--- src/rtl/i2c_pkg.sv ---
// Shared constants and FSM state type for the i2c_master request arbiter.
package i2c_pkg;

    localparam int unsigned BUSY_BIT    = 31;
    localparam int unsigned READY_BIT   = 28;
    localparam int unsigned RDATA_LSB   = 0;
    localparam int unsigned CTRL_RD_BIT = 31;

    typedef enum logic [2:0] {
        StIdle,
        StIssue,
        StWaitBusy,
        StWaitDone,
        StFinish
    } arb_state_e;

endpackage

--- src/rtl/i2c_rr_pick.sv ---
// Combinational winner select; round-robin from ptr by default, fixed lowest-index
// priority when I2C_ARBITER_PRIORITY_EN is defined.
module i2c_rr_pick import i2c_pkg::*; #(
    parameter int unsigned c_ports = 2
) (
    input  logic [c_ports-1:0] req,
    input  logic [1:0]         ptr,
    output logic               valid,
    output logic [1:0]         win
);

    localparam int NP = int'(c_ports);

`ifdef I2C_ARBITER_PRIORITY_EN
    logic unused_ptr;
    assign unused_ptr = ^ptr;

    always_comb begin
        valid = 1'b0;
        win   = '0;
        for (int i = NP - 1; i >= 0; i--) begin
            if (req[i]) begin
                valid = 1'b1;
                win   = 2'(i);
            end
        end
    end
`else
    // Outer loop is the distance from ptr, so the first hit is the round-robin winner.
    always_comb begin
        valid = 1'b0;
        win   = '0;
        for (int d = 0; d < NP; d++) begin
            for (int j = 0; j < NP; j++) begin
                if (!valid && req[j] && (j == ((int'(ptr) + d) % NP))) begin
                    valid = 1'b1;
                    win   = 2'(j);
                end
            end
        end
    end
`endif

endmodule

--- src/rtl/i2c_arbiter.sv ---
// Shares one i2c_master between up to four requesters with timeout protection.
// Define I2C_ARBITER_PRIORITY_EN for fixed lowest-index priority instead of round-robin.
module i2c_arbiter import i2c_pkg::*; #(
    parameter int unsigned c_ports        = 2,
    parameter int unsigned c_timeout_bits = 20
) (
    input  logic                   clk,
    input  logic                   reset,
    input  logic [c_ports-1:0]     req,
    input  logic [32*c_ports-1:0]  ctrl_data_i,
    output logic [c_ports-1:0]     grant,
    output logic [c_ports-1:0]     done,
    output logic                   ok,
    output logic [7:0]             rdata,
    output logic [31:0]            ctrl_data_o,
    output logic                   wr_ctrl_o,
    input  logic [31:0]            status_i
);

    arb_state_e              state;
    logic [1:0]              ptr;
    logic [c_timeout_bits:0] tmo;
    logic [c_timeout_bits:0] tmo_next;
    logic                    tmo_end;
    logic                    busy;
    logic                    pick_valid;
    logic [1:0]              pick_win;
    logic                    unused_status;

    assign busy          = status_i[BUSY_BIT];
    assign tmo_end       = tmo[c_timeout_bits];
    assign tmo_next      = tmo_end ? tmo : tmo + 1'b1;
    assign unused_status = ^{status_i[30:29], status_i[27:8]};

    i2c_rr_pick #(
        .c_ports (c_ports)
    ) u_pick (
        .req   (req),
        .ptr   (ptr),
        .valid (pick_valid),
        .win   (pick_win)
    );

    always_ff @(posedge clk) begin
        if (reset) begin
            state       <= StIdle;
            ptr         <= '0;
            tmo         <= '0;
            grant       <= '0;
            done        <= '0;
            ok          <= 1'b0;
            rdata       <= '0;
            ctrl_data_o <= '0;
            wr_ctrl_o   <= 1'b0;
        end else begin
            unique case (state)
                StIdle: begin
                    // A master left busy by a reset must finish before the next grant.
                    if (pick_valid && !busy) begin
                        for (int k = 0; k < int'(c_ports); k++) begin
                            grant[k] <= (pick_win == 2'(k));
                        end
                        ctrl_data_o <= ctrl_data_i[32*int'(pick_win) +: 32];
                        ptr         <= (int'(pick_win) == int'(c_ports) - 1) ? 2'd0
                                                                            : pick_win + 2'd1;
                        wr_ctrl_o   <= 1'b1;
                        state       <= StIssue;
                    end
                end
                StIssue: begin
                    wr_ctrl_o <= 1'b0;
                    tmo       <= '0;
                    state     <= StWaitBusy;
                end
                StWaitBusy: begin
                    tmo <= tmo_next;
                    if (busy) begin
                        state <= StWaitDone;
                    end else if (tmo_end) begin
                        ok    <= 1'b0;
                        done  <= grant;
                        state <= StFinish;
                    end
                end
                StWaitDone: begin
                    tmo <= tmo_next;
                    if (!busy) begin
                        rdata <= status_i[RDATA_LSB +: 8];
                        ok    <= status_i[READY_BIT];
                        done  <= grant;
                        state <= StFinish;
                    end else if (tmo_end) begin
                        ok    <= 1'b0;
                        done  <= grant;
                        state <= StFinish;
                    end
                end
                StFinish: begin
                    done  <= '0;
                    grant <= '0;
                    state <= StIdle;
                end
                default: state <= StIdle;
            endcase
        end
    end

endmodule
--- config.mk ---
export PLATFORM = sky130hd
export DESIGN_NAME = i2c_arbiter
export DESIGN_NICKNAME = d
export VERILOG_FILES = /design/src/rtl/i2c_pkg.sv /design/src/rtl/i2c_rr_pick.sv /design/src/rtl/i2c_arbiter.sv
export SDC_FILE = /design/constraint.sdc
export NUM_CORES = 1
export LEC_CHECK = 0
export CAP_MARGIN = 10
export CORE_ASPECT_RATIO = 1.1
export CORE_MARGIN = 1
export CORE_UTILIZATION = 41
export CTS_BUF_LIST = sky130_fd_sc_hd__clkbuf_16
export CTS_CLUSTER_SIZE = 40
export DETAILED_ROUTE_END_ITERATION = 16
export PLACE_DENSITY = 0.8
export REMOVE_ABC_BUFFERS = 1
export SYNTH_ARGS = -nofsm -noshare
export SYNTH_HDL_FRONTEND = slang
export SYNTH_SLANG_ARGS = --single-unit
--- constraint.sdc ---
create_clock -name clk -period 2.35 [get_ports clk]
set_input_delay 0.47 -clock clk [delete_from_list [all_inputs] [get_ports clk]]
set_output_delay 0.47 -clock clk [all_outputs]
set_load 0.05 [all_outputs]
==> run_results.csv <==
group,metric,value,unit
status,outcome,"finished, final reports clean",
synth,synthAdderAreaFrac,0.3957,%
timing,setup_viol,0,
power_and_ir_drop,p_leak,1.792,nW
final_layout,n_antenna_cell,0,
clock_network,post_cts_buffers,0,
synth,synth_seq_area_share,44.95,%
clock_network,cts.sinks,71,
routing,vias,3078,
clock_network,cts_tree,"yes",
placed_design,gp_congestion,0.7747,
timing,max_slew.worst_pin.slew,0.6653,ns
synth,synth-xor-area-share,0,%
timing,max_slew_margin,55.65,%
power_and_ir_drop,p_total,0.003599,W
synth,synth_area,3162,um^2
floorplan,die-height,94.10,um
clock_network,clk_latency,0.33,ns
routing,met3_length,586,um
synth,postSynthCellCount,364,
synth,synth.ff_latch_count,71,
power_and_ir_drop,seq_power_share,37.6,%
worst_setup_path,critPathSlowestCell,"or3_1",
timing,tns,0,ns
synth,yosysTopAreaCellShare,44.95,%
synth,synth_top_family_by_area,"simple AND/OR/NAND/NOR gates",
routing,wl_per_cell,13.27,um
synth,synth_commonest_cells,"dfxtp_1, nor2_1, a211oi_1, nand2_1, mux2i_1",
grt,grt_max_degree,67,
routing,drt_pass1_iterations,5,
worst_setup_path,max_stage_delay,0.53,ns
routing,drt-met1-wl,3.355,mm
grt,track_usage,19.88,%
clock_network,htreeDepth,3,
synth,synth.area.mux_share,11.20,%
power_and_ir_drop,internal_power,0.002493,W
clock_network,root_buffer,"clkbuf_16",
routing,drc,0,
grt,grt_pass1_vias,2847,
routing,met2_length,3.789,mm
clock_network,post_cts_resized,0,
final_layout,final_cell_count_no_fill,593,
placed_design,port_buffers,123,
job,cap_violations,0,
worst_setup_path,required,2.60,ns
routing,dr.max_layer_used,"met4",
worst_setup_path,path_buf_inv,0,
floorplan,start_util,42.31,%
worst_setup_path,endpoint_kind,"register",
timing,timing.final.crit_share,87.25,%
power_and_ir_drop,vdd_drop_max,392.6,uV
min_path,hp-class,"register to register",
synth,synth_simple_gate_area_share,21.53,%
timing,fmax,0.4877,GHz
routing,via_per_inst,5.191,
clock_network,cts_hold_buf,0,
worst_setup_path,path_class,"register to register",
power_and_ir_drop,clockPowerShare,36.3,%
final_layout,fillers,615,
worst_setup_path,cp-start-kind,"register",
timing,fin_ws,0.2997,ns
worst_setup_path,crit_family,"simple AND/OR/NAND/NOR gates",
clock_network,path_clk_slew,0.06,ns
synth,synth_ff_type,"dfxtp_1",
worst_setup_path,crit_chain,"or3b_1 -> or3_1 -> or4_1 -> a21oi_1",
power_and_ir_drop,sw_frac_of_total,30.74,%
routing,drtIter0Drc,133,
floorplan,io-pin-count,146,
synth,synth-compound-area-share,18.28,%
synth,avgSynthCellArea,8.686,um^2
final_layout,final_nets,584,
worst_setup_path,crit_path_max_fanout,10,
worst_setup_path,cp_data_arrival_time,2.30,ns
synth,synthArstFlopShare,0,%
placed_design,dp_slack,0.1500,ns
power_and_ir_drop,p_switching,0.001107,W
synth,synth_cell_type_count,40,
final_layout,multiInputGateArea,1643,um^2
placed_design,placed_cells,577,
final_layout,seq_area,1421,um^2
synth,synthTopCellsByArea,"dfxtp_1, mux2i_1, a211oi_1",
timing,clock_skew,0.004273,ns
timing,rsz0062_at_grt,"false",
final_layout,drive_above_1_share,7.172,%
floorplan,die_area,8067,um^2
synth,synth-edff-count,0,
floorplan,die_width,85.73,um
timing,fin_crit,2.050,ns
timing,finalHoldViolations,0,
routing,routed_wl,7.870,mm
routing,antenna_left,0,
synth,yosys_warnings,0,
power_and_ir_drop,power_density,745.8,nW/um^2
floorplan,core.rowCount,33,
clock_network,clock_path_buffers,2,
floorplan,core_area,7473,um^2
power_and_ir_drop,combPwrFrac,26.0,%
clock_network,numCtsBuffers,9,
timing,drv_slew,0,
grt,grt_overflow,0,
synth,synth_top_area_cell,"dfxtp_1",
placed_design,dp_hpwl,5.627,mm
final_layout,syn2layout_area_growth,52.63,%
grt,grt_first_pass_wirelength,12.62,mm
synth,synth.most_common_cell,"dfxtp_1",
grt,grt_antenna_before_repair,0,
[power by group through the flow]
stage                     Combinational [W]  Clock, W  Sequential, W
final                              0.000937   0.00131        0.00135
after detailed placement           0.000940         0        0.00138
after CTS                          0.000944   0.00133        0.00135
after floorplan                    0.000292         0        0.00165
after global routing                0.00101   0.00139        0.00137
after global placement             0.000930         0        0.00137
[worst min-delay path, delay by kind of cell (launching register included)]
kind | cells | cell delay (ns)
flops | 1 | 0.30
simple gates | 1 | 0.05
compound gates | 1 | 0.05
[per-layer routing]
metal	GRT usage, %	vias up
li1	-	1562
met1	22.37	1379
met2	34.20	126
met3	6.766	11
met4	8.333	0
met5	0	-
[registers in the layout, indices dropped and copies added, names as in the netlist]
signal,cells
ptr,1
ctrl_data_o,32
ok,1
rdata,8
grant,2
done,2
wr_ctrl_o,1
tmo,21
state,3
[kinds of logic (layout without fill, tap and decap cells)]
logic type,count (synthesis),after routing
AND/OR/NAND/NOR,141,141
buffers and inverters,29,153
AO/OA/AOI/OAI,87,87
multiplexers,35,35
flip-flops,71,71
adder cells (fa/ha/maj),1,1
[layout by cell type (no fill, tap or decap), types with 2 or more instances in the layout]
master,count
clkdlybuf4s50_1,122
dfxtp_1,71
nor2_1,51
a211oi_1,33
nand2_1,33
mux2i_1,32
a21oi_1,29
clkbuf_16,9
nand3_1,8
nor3_1,8
buf_4,8
nand3b_1,6
nand4_1,6
or3_1,6
inv_1,5
o21ai_0,5
o211ai_1,5
nand2b_1,4
nor3b_1,4
a21o_1,3
nor4_1,3
a31o_2,3
mux2_2,3
or4_1,2
nor2b_1,2
nand4b_1,2
o311ai_0,2
clkinv_1,2
buf_12,2
[path summary, 6_finish.rpt]
check / startpoint / to / slack, ns / depth (start not counted)
worst max-delay path: tmo[20] / tmo[15] / 0.30 / 4
worst min-delay path: rdata[1] / rdata[1] / 0.45 / 2
worst max register to register: tmo[20] / tmo[15] / 0.30 / 4
worst min register to register: rdata[1] / rdata[1] / 0.45 / 2
[cell type report]
type / count / area share, %
inverters: 4 / 0.3111
multi-input cells: 264 / 34.04
flip-flops and latches: 71 / 29.45
well taps: 105 / 2.722
clock inverters: 7 / 1.322
repair buffers: 133 / 27.48
clock buffers: 9 / 4.667
[stage by stage]
step                hold slack (ns)  utilization (%)  area, um^2
CTS                          0.4541            64.57        4826
finish                       0.4507            64.57        4826
detailed placement           0.4465            60.71        4537
global placement             0.4424            60.71        4537
global route                 0.4804            64.57        4826
floorplan                    0.4430                -        3062
Note: power is estimated with default switching activity, not from simulation.
==> patch 1, RTL diff (same flow settings) <==
Make the reset (`reset`) asynchronous in one clocked block.
--- a/src/rtl/i2c_arbiter.sv
+++ b/src/rtl/i2c_arbiter.sv
@@ -41,7 +41,7 @@
         .win   (pick_win)
     );
 
-    always_ff @(posedge clk) begin
+    always_ff @(posedge clk or posedge reset) begin
         if (reset) begin
             state       <= StIdle;
             ptr         <= '0;
Formal check against the unedited RTL: differs if reset is asserted again (counterexample within 4 cycles, from zero or initial values and one cycle with reset high); with reset held inactive, the same outputs for 10 cycles.
==> patch 1 against the unedited design <==
- setup slack worse by 0.017 ns
- final cell count is 6.4% lower
- non-clock buffer count stayed put
- synthesized area rose by 4.7%
- routed wire length down 0.88%
- count of clock-buffer cells in the layout unchanged
- sequential share of layout area grew 6.2 points
- sequential cell count stayed put
- cell area rose by 3.3%
- largest cell class is now registers
- highest routed layer unchanged
Power is not compared: it rests on default switching activity, and its combinational part moved more than twofold at a synthesized area within 25%.
==> patch 1: results (changes against the unedited design) <==
[synth]
yosys_most_used_dff=sky130_fd_sc_hd__dfrtp_1  ; was sky130_fd_sc_hd__dfxtp_1
synth_cell_types=36  ; was 40
ys_top_cells_by_area=sky130_fd_sc_hd__dfrtp_1, sky130_fd_sc_hd__mux2i_1, sky130_fd_sc_hd__a21oi_1  ; was sky130_fd_sc_hd__dfxtp_1, sky130_fd_sc_hd__mux2i_1, sky130_fd_sc_hd__a211oi_1
synth.avg_cell_area_um2=10.4  ; was 8.69 um2
synth_enable_flop_cells=0  ; unchanged
synth.top_cells.by_count=sky130_fd_sc_hd__dfrtp_1, sky130_fd_sc_hd__mux2i_1, sky130_fd_sc_hd__nor2_1  ; was sky130_fd_sc_hd__dfxtp_1, sky130_fd_sc_hd__nor2_1, sky130_fd_sc_hd__a211oi_1, sky130_fd_sc_hd__nand2_1, sky130_fd_sc_hd__mux2i_1
synth.yosys.seq_area_share=0.537  ; was 0.450
synth-adder-area-share=0.00378  ; was 0.00396
yosysWarningCount=0  ; unchanged
yosys-mux-area-fraction=0.164  ; was 0.112
synth_compound_gate_area_share=0.109  ; was 0.183
synth_xor_xnor_area_share=0  ; unchanged
synthArstFlopShare=1.00  ; was 0

[cells_and_area]
antenna_cells_inserted=0  ; unchanged
final_layout_size_suffix_gt1_frac=0.0850  ; was 0.0717
fillerInstances=615  ; unchanged
design.final.nets=546  ; was 584
biggestRegsByFlops=ctrl_data_o x32, tmo x21, rdata x8  ; unchanged

[global_route]
grt_antenna_before_repair=0  ; unchanged
global_route_wire_length_before_repair_mm=12.3  ; was 12.6 mm
number_of_global_route_vias_before_repair=2655  ; was 2847
globalRouteTotalUtil=0.194  ; was 0.199
grt_start_max_net_pins=42  ; was 67

[clock_tree]
tritoncts.num_buffers=9  ; unchanged
clock_tree.htree_level_count=3  ; unchanged
clock_path_buffers=2  ; unchanged
clk_transition_reported_paths_ns=0.05
latest_clock_arrival_within_the_worst_skew_pair_ns=0.32
post_cts.repair.setup_buffers=0  ; unchanged
cts.root.buffer_cell=sky130_fd_sc_hd__clkbuf_16  ; unchanged
post_cts_resized=0  ; unchanged

[place]
port_buffers=123  ; unchanged
dp_worst_setup_slack_ns=0.274  ; was 0.150 ns
hpwlAfterDp_mm=5.66  ; was 5.63 mm
placed_cells_incl_taps=542  ; was 577
gpl.final_weighted_congestion=0.795  ; was 0.775

[power_and_ir_drop]
p_leak_nw=2.16
vdd_drop_max_mv=0.867

[drt]
vias=2810  ; was 3078
avgViaCountPerCell=5.06  ; was 5.19
drt-pass1-iter-count=5  ; unchanged
dr.first_iter.drc_count=169  ; was 133
wl_mm=7.80  ; was 7.87 mm

[run]
timing.max_cap.violations=0  ; unchanged

[setup_path]
timing.reg2reg.worst_path_depth=4  ; unchanged
timing.critical_path.fanout_max=8  ; was 10

[hold_path]
number_of_cells_on_the_worst_hold_path=1  ; was 2
timing.hold.worst.class=reg -> reg  ; unchanged

[sta]
maxSlewHeadroom=0.651  ; was 0.556
setup_clock_skew_after_layout_ns=0.00550  ; was 0.00427 ns

[run_status]
status=completed  ; unchanged

-- patch 1: per-stage QoR --
step | utilization | area, um2 | hold slack (ns)
detailed placement | 0.603 | 4740 | 0.471
finish | 0.633 | 4980 | 0.474
CTS | 0.633 | 4980 | 0.481
floorplan | - | 3220 | 0.445
global placement | 0.603 | 4740 | 0.463
global route | 0.633 | 4980 | 0.494
-- patch 1: cell families (layout without fill, tap and decap cells) --
kind of cell	after synthesis	after routing
flops	71	71
fa+ha+maj	1	1
mux	53	53
compound gates	64	64
buf+inv	22	150
simple gates	108	108
-- patch 1: power breakdown --
group	switching [W]	internal (W)
sequential	0.000304	0.00168
combinational	0.00219	0.00126
clock	0.000452	0.000682
-- patch 1: critical path: stages (launching register included) --
cell,delay [ns]
sky130_fd_sc_hd__dfrtp_1,0.46
sky130_fd_sc_hd__or3b_4,0.40
sky130_fd_sc_hd__or4_1,0.69
sky130_fd_sc_hd__nor3_2,0.23
sky130_fd_sc_hd__mux2i_1,0.21
-- patch 1: layer usage --
| metal | up-vias | track usage | share of wire |
|---|---|---|---|
| li1 | 1378 | - | - |
| met1 | 1332 | 0.227 | 0.42 |
| met2 | 88 | 0.325 | 0.51 |
| met3 | 12 | 0.0720 | 0.066 |
| met4 | 0 | 0.0738 | 0.012 |
| met5 | - | 0 | 0 |
-- patch 1: final cells by class --
type / instances / area [um2] / share of cell area
flip-flops and latches: 71 / 1780 / 0.356
multi-input cells: 226 / 1450 / 0.290
repair buffers: 133 / 1370 / 0.275
clock buffers: 9 / 225 / 0.0452
well taps: 108 / 135 / 0.0271
clock inverters: 4 / 16.3 / 0.00326
inverters: 4 / 15.0 / 0.00301
-- patch 1: final timing paths --
path / startpoint / endpoint / slack, ns
max: state[2] / tmo[17] / 0.28
min reg2reg: tmo[18] / tmo[18] / 0.47
min in group asynchronous: reset / ctrl_data_o[3] / 0.52
min: tmo[18] / tmo[18] / 0.47
max in group asynchronous: reset / rdata[2] / 1.60
max reg2reg: state[2] / tmo[17] / 0.28
==> patch 2, RTL diff (config.mk and constraints unchanged) <==
Without the edit above. `c_ports` is set to 2 in 2 places; all go to 1.
--- a/src/rtl/i2c_rr_pick.sv
+++ b/src/rtl/i2c_rr_pick.sv
@@ -1,7 +1,7 @@
 // Combinational winner select; round-robin from ptr by default, fixed lowest-index
 // priority when I2C_ARBITER_PRIORITY_EN is defined.
 module i2c_rr_pick import i2c_pkg::*; #(
-    parameter int unsigned c_ports = 2
+    parameter int unsigned c_ports = 1
 ) (
     input  logic [c_ports-1:0] req,
     input  logic [1:0]         ptr,
--- a/src/rtl/i2c_arbiter.sv
+++ b/src/rtl/i2c_arbiter.sv
@@ -1,7 +1,7 @@
 // Shares one i2c_master between up to four requesters with timeout protection.
 // Define I2C_ARBITER_PRIORITY_EN for fixed lowest-index priority instead of round-robin.
 module i2c_arbiter import i2c_pkg::*; #(
-    parameter int unsigned c_ports        = 2,
+    parameter int unsigned c_ports        = 1,
     parameter int unsigned c_timeout_bits = 20
 ) (
     input  logic                   clk,
Interface: changed (resized ctrl_data_i, done, grant and req); port bits go from 146 to 111. No check against the original RTL was run, so the function may have changed too.
==> patch 2 against the unedited design <==
- setup slack better by 0.068 ns
- non-clock buffer count down 36
- count of clock-buffer cells in the layout did not move
- via count down 14%
- routed wire length fell by 12%
- cell area shrank 15%
- sequential cell count decreased by 3
- synthesized area fell by 12%
- clock skew up 0.00070 ns
- register-to-register slack gained 0.10 ns
- largest cell class is now registers
Power is not compared: it rests on default switching activity, and its combinational part moved more than twofold at a synthesized area within 25%.
==> patch 2: results (changes against the unedited design) <==
[run_status]
status=completed  ; unchanged

[drt]
drt-pass1-iter-count=4  ; was 5
avgViaCountPerCell=5.21  ; was 5.19
dr.first_iter.drc_count=129  ; was 133
wire_per_inst_um=13.7  ; was 13.3 um

[place]
placed_cells_incl_taps=491  ; was 577
gpl.final_weighted_congestion=0.766  ; was 0.775
dpl_cell_area_um2=3760  ; was 4540 um2
hpwlAfterDp_mm=4.68  ; was 5.63 mm
port_buffers=88  ; was 123
dp_worst_setup_slack_ns=0.242  ; was 0.150 ns

[sta]
fin_hold_ws_ns=0.452  ; was 0.451 ns
maxSlewHeadroom=0.630  ; was 0.556
worst_slack_ns=0.368  ; was 0.300 ns

[setup_path]
cp_top_family=buffers and inverters  ; was simple AND/OR/NAND/NOR gates
cp_slowest_stage_delay_ns=0.83  ; was 0.53 ns
timing.critical_path.arrival_ns=1.51  ; was 2.30 ns
timing.critical_path.fanout_max=3  ; was 10
slowest_stage=sky130_fd_sc_hd__clkdlybuf4s50_1  ; was sky130_fd_sc_hd__or3_1
r2r_slack_ns=0.40  ; was 0.30 ns

[global_route]
grt_start_max_net_pins=34  ; was 67
global_route_wire_length_before_repair_mm=11.3  ; was 12.6 mm
globalRouteTotalUtil=0.210  ; was 0.199
grt_antenna_before_repair=0  ; unchanged

[synth]
synthesis.instances=335  ; was 364
ys_top_cells_by_area=sky130_fd_sc_hd__dfxtp_1, sky130_fd_sc_hd__nand2_1, sky130_fd_sc_hd__a21oi_1  ; was sky130_fd_sc_hd__dfxtp_1, sky130_fd_sc_hd__mux2i_1, sky130_fd_sc_hd__a211oi_1
synth.yosys.seq_area_share=0.491  ; was 0.450
synth_cell_types=36  ; was 40
synth.top_cells.by_count=sky130_fd_sc_hd__nand2_1, sky130_fd_sc_hd__dfxtp_1, sky130_fd_sc_hd__a21oi_1  ; was sky130_fd_sc_hd__dfxtp_1, sky130_fd_sc_hd__nor2_1, sky130_fd_sc_hd__a211oi_1, sky130_fd_sc_hd__nand2_1, sky130_fd_sc_hd__mux2i_1

[cells_and_area]
final-instance-count-excl-fill=507  ; was 593
biggestRegsByFlops=ctrl_data_o x32, tmo x21, rdata x8  ; unchanged
final_layout_size_suffix_gt1_frac=0.104  ; was 0.0717
antenna_cells_inserted=0  ; unchanged

-- patch 2: cell count changes after synthesis, sizes merged, moves of 3 or more --
| cell | unedited run | this run |
|---|---|---|
| nor2 | 51 | 26 |
| a211oi | 33 | 2 |
| dfxtp | 71 | 68 |
| buf | 6 | 2 |
| nand2 | 33 | 80 |
| nor3b | 4 | 7 |
| nand4b | 2 | 5 |
| nand3b | 6 | 3 |
| or3 | 6 | 2 |
| nand3 | 8 | 5 |
| a21oi | 29 | 49 |
| mux2i | 32 | 8 |
| o211ai | 5 | 1 |
| mux2 | 3 | 7 |
-- patch 2: final timing paths --
kind | start | to | depth (start not counted)
max | grant | grant | 1
min | ctrl_data_o[21] | ctrl_data_o[21] | 2
max reg2reg | tmo[20] | tmo[8] | 4
min reg2reg | ctrl_data_o[21] | ctrl_data_o[21] | 2
-- patch 2: area by class of cell --
| type | count | area (um2) |
|---|---|---|
| Inverter | 5 | 18.8 |
| Clock inverter | 7 | 98.8 |
| Multi-Input combinational cell | 239 | 1320 |
| Clock buffer | 9 | 225 |
| Fill cell | 563 | 2470 |
| Sequential cell | 68 | 1360 |
| Tap cell | 82 | 103 |
| Timing Repair Buffer | 97 | 956 |
-- patch 2: power breakdown --
group	switching, W	total (W)	internal [W]
combinational	0.000248	0.000415	0.000167
clock	0.000535	0.00147	0.000936
sequential	0.0000236	0.00122	0.00119
total	0.000807	0.00310	0.00229
-- patch 2: logic make-up (layout without fill, tap and decap cells) --
kind of cell / Yosys count / in the layout / share of synthesized area
flops: 68 / 68 / 0.491
mux: 15 / 15 / 0.0573
buf+inv: 28 / 118 / 0.0388
fa+ha+maj: 1 / 1 / 0.00451
simple gates: 155 / 155 / 0.269
compound gates: 68 / 68 / 0.140
-- patch 2: layer usage --
layer	GRT usage	up-vias	wire length (um)
li1	-	1323	-
met1	0.252	1256	3080
met2	0.338	52	3340
met3	0.0845	12	386
met4	0.0795	0	131
met5	0	-	0
-- patch 2: stage by stage --
| stage | utilization | setup TNS (ns) | power, W |
|---|---|---|---|
| global route | 0.622 | 0 | 0.00322 |
| CTS | 0.622 | 0 | 0.00312 |
| global placement | 0.573 | 0 | 0.00165 |
| finish | 0.622 | 0 | 0.00310 |
| detailed placement | 0.573 | 0 | 0.00165 |
| floorplan | - | -30.22 | 0.00145 |
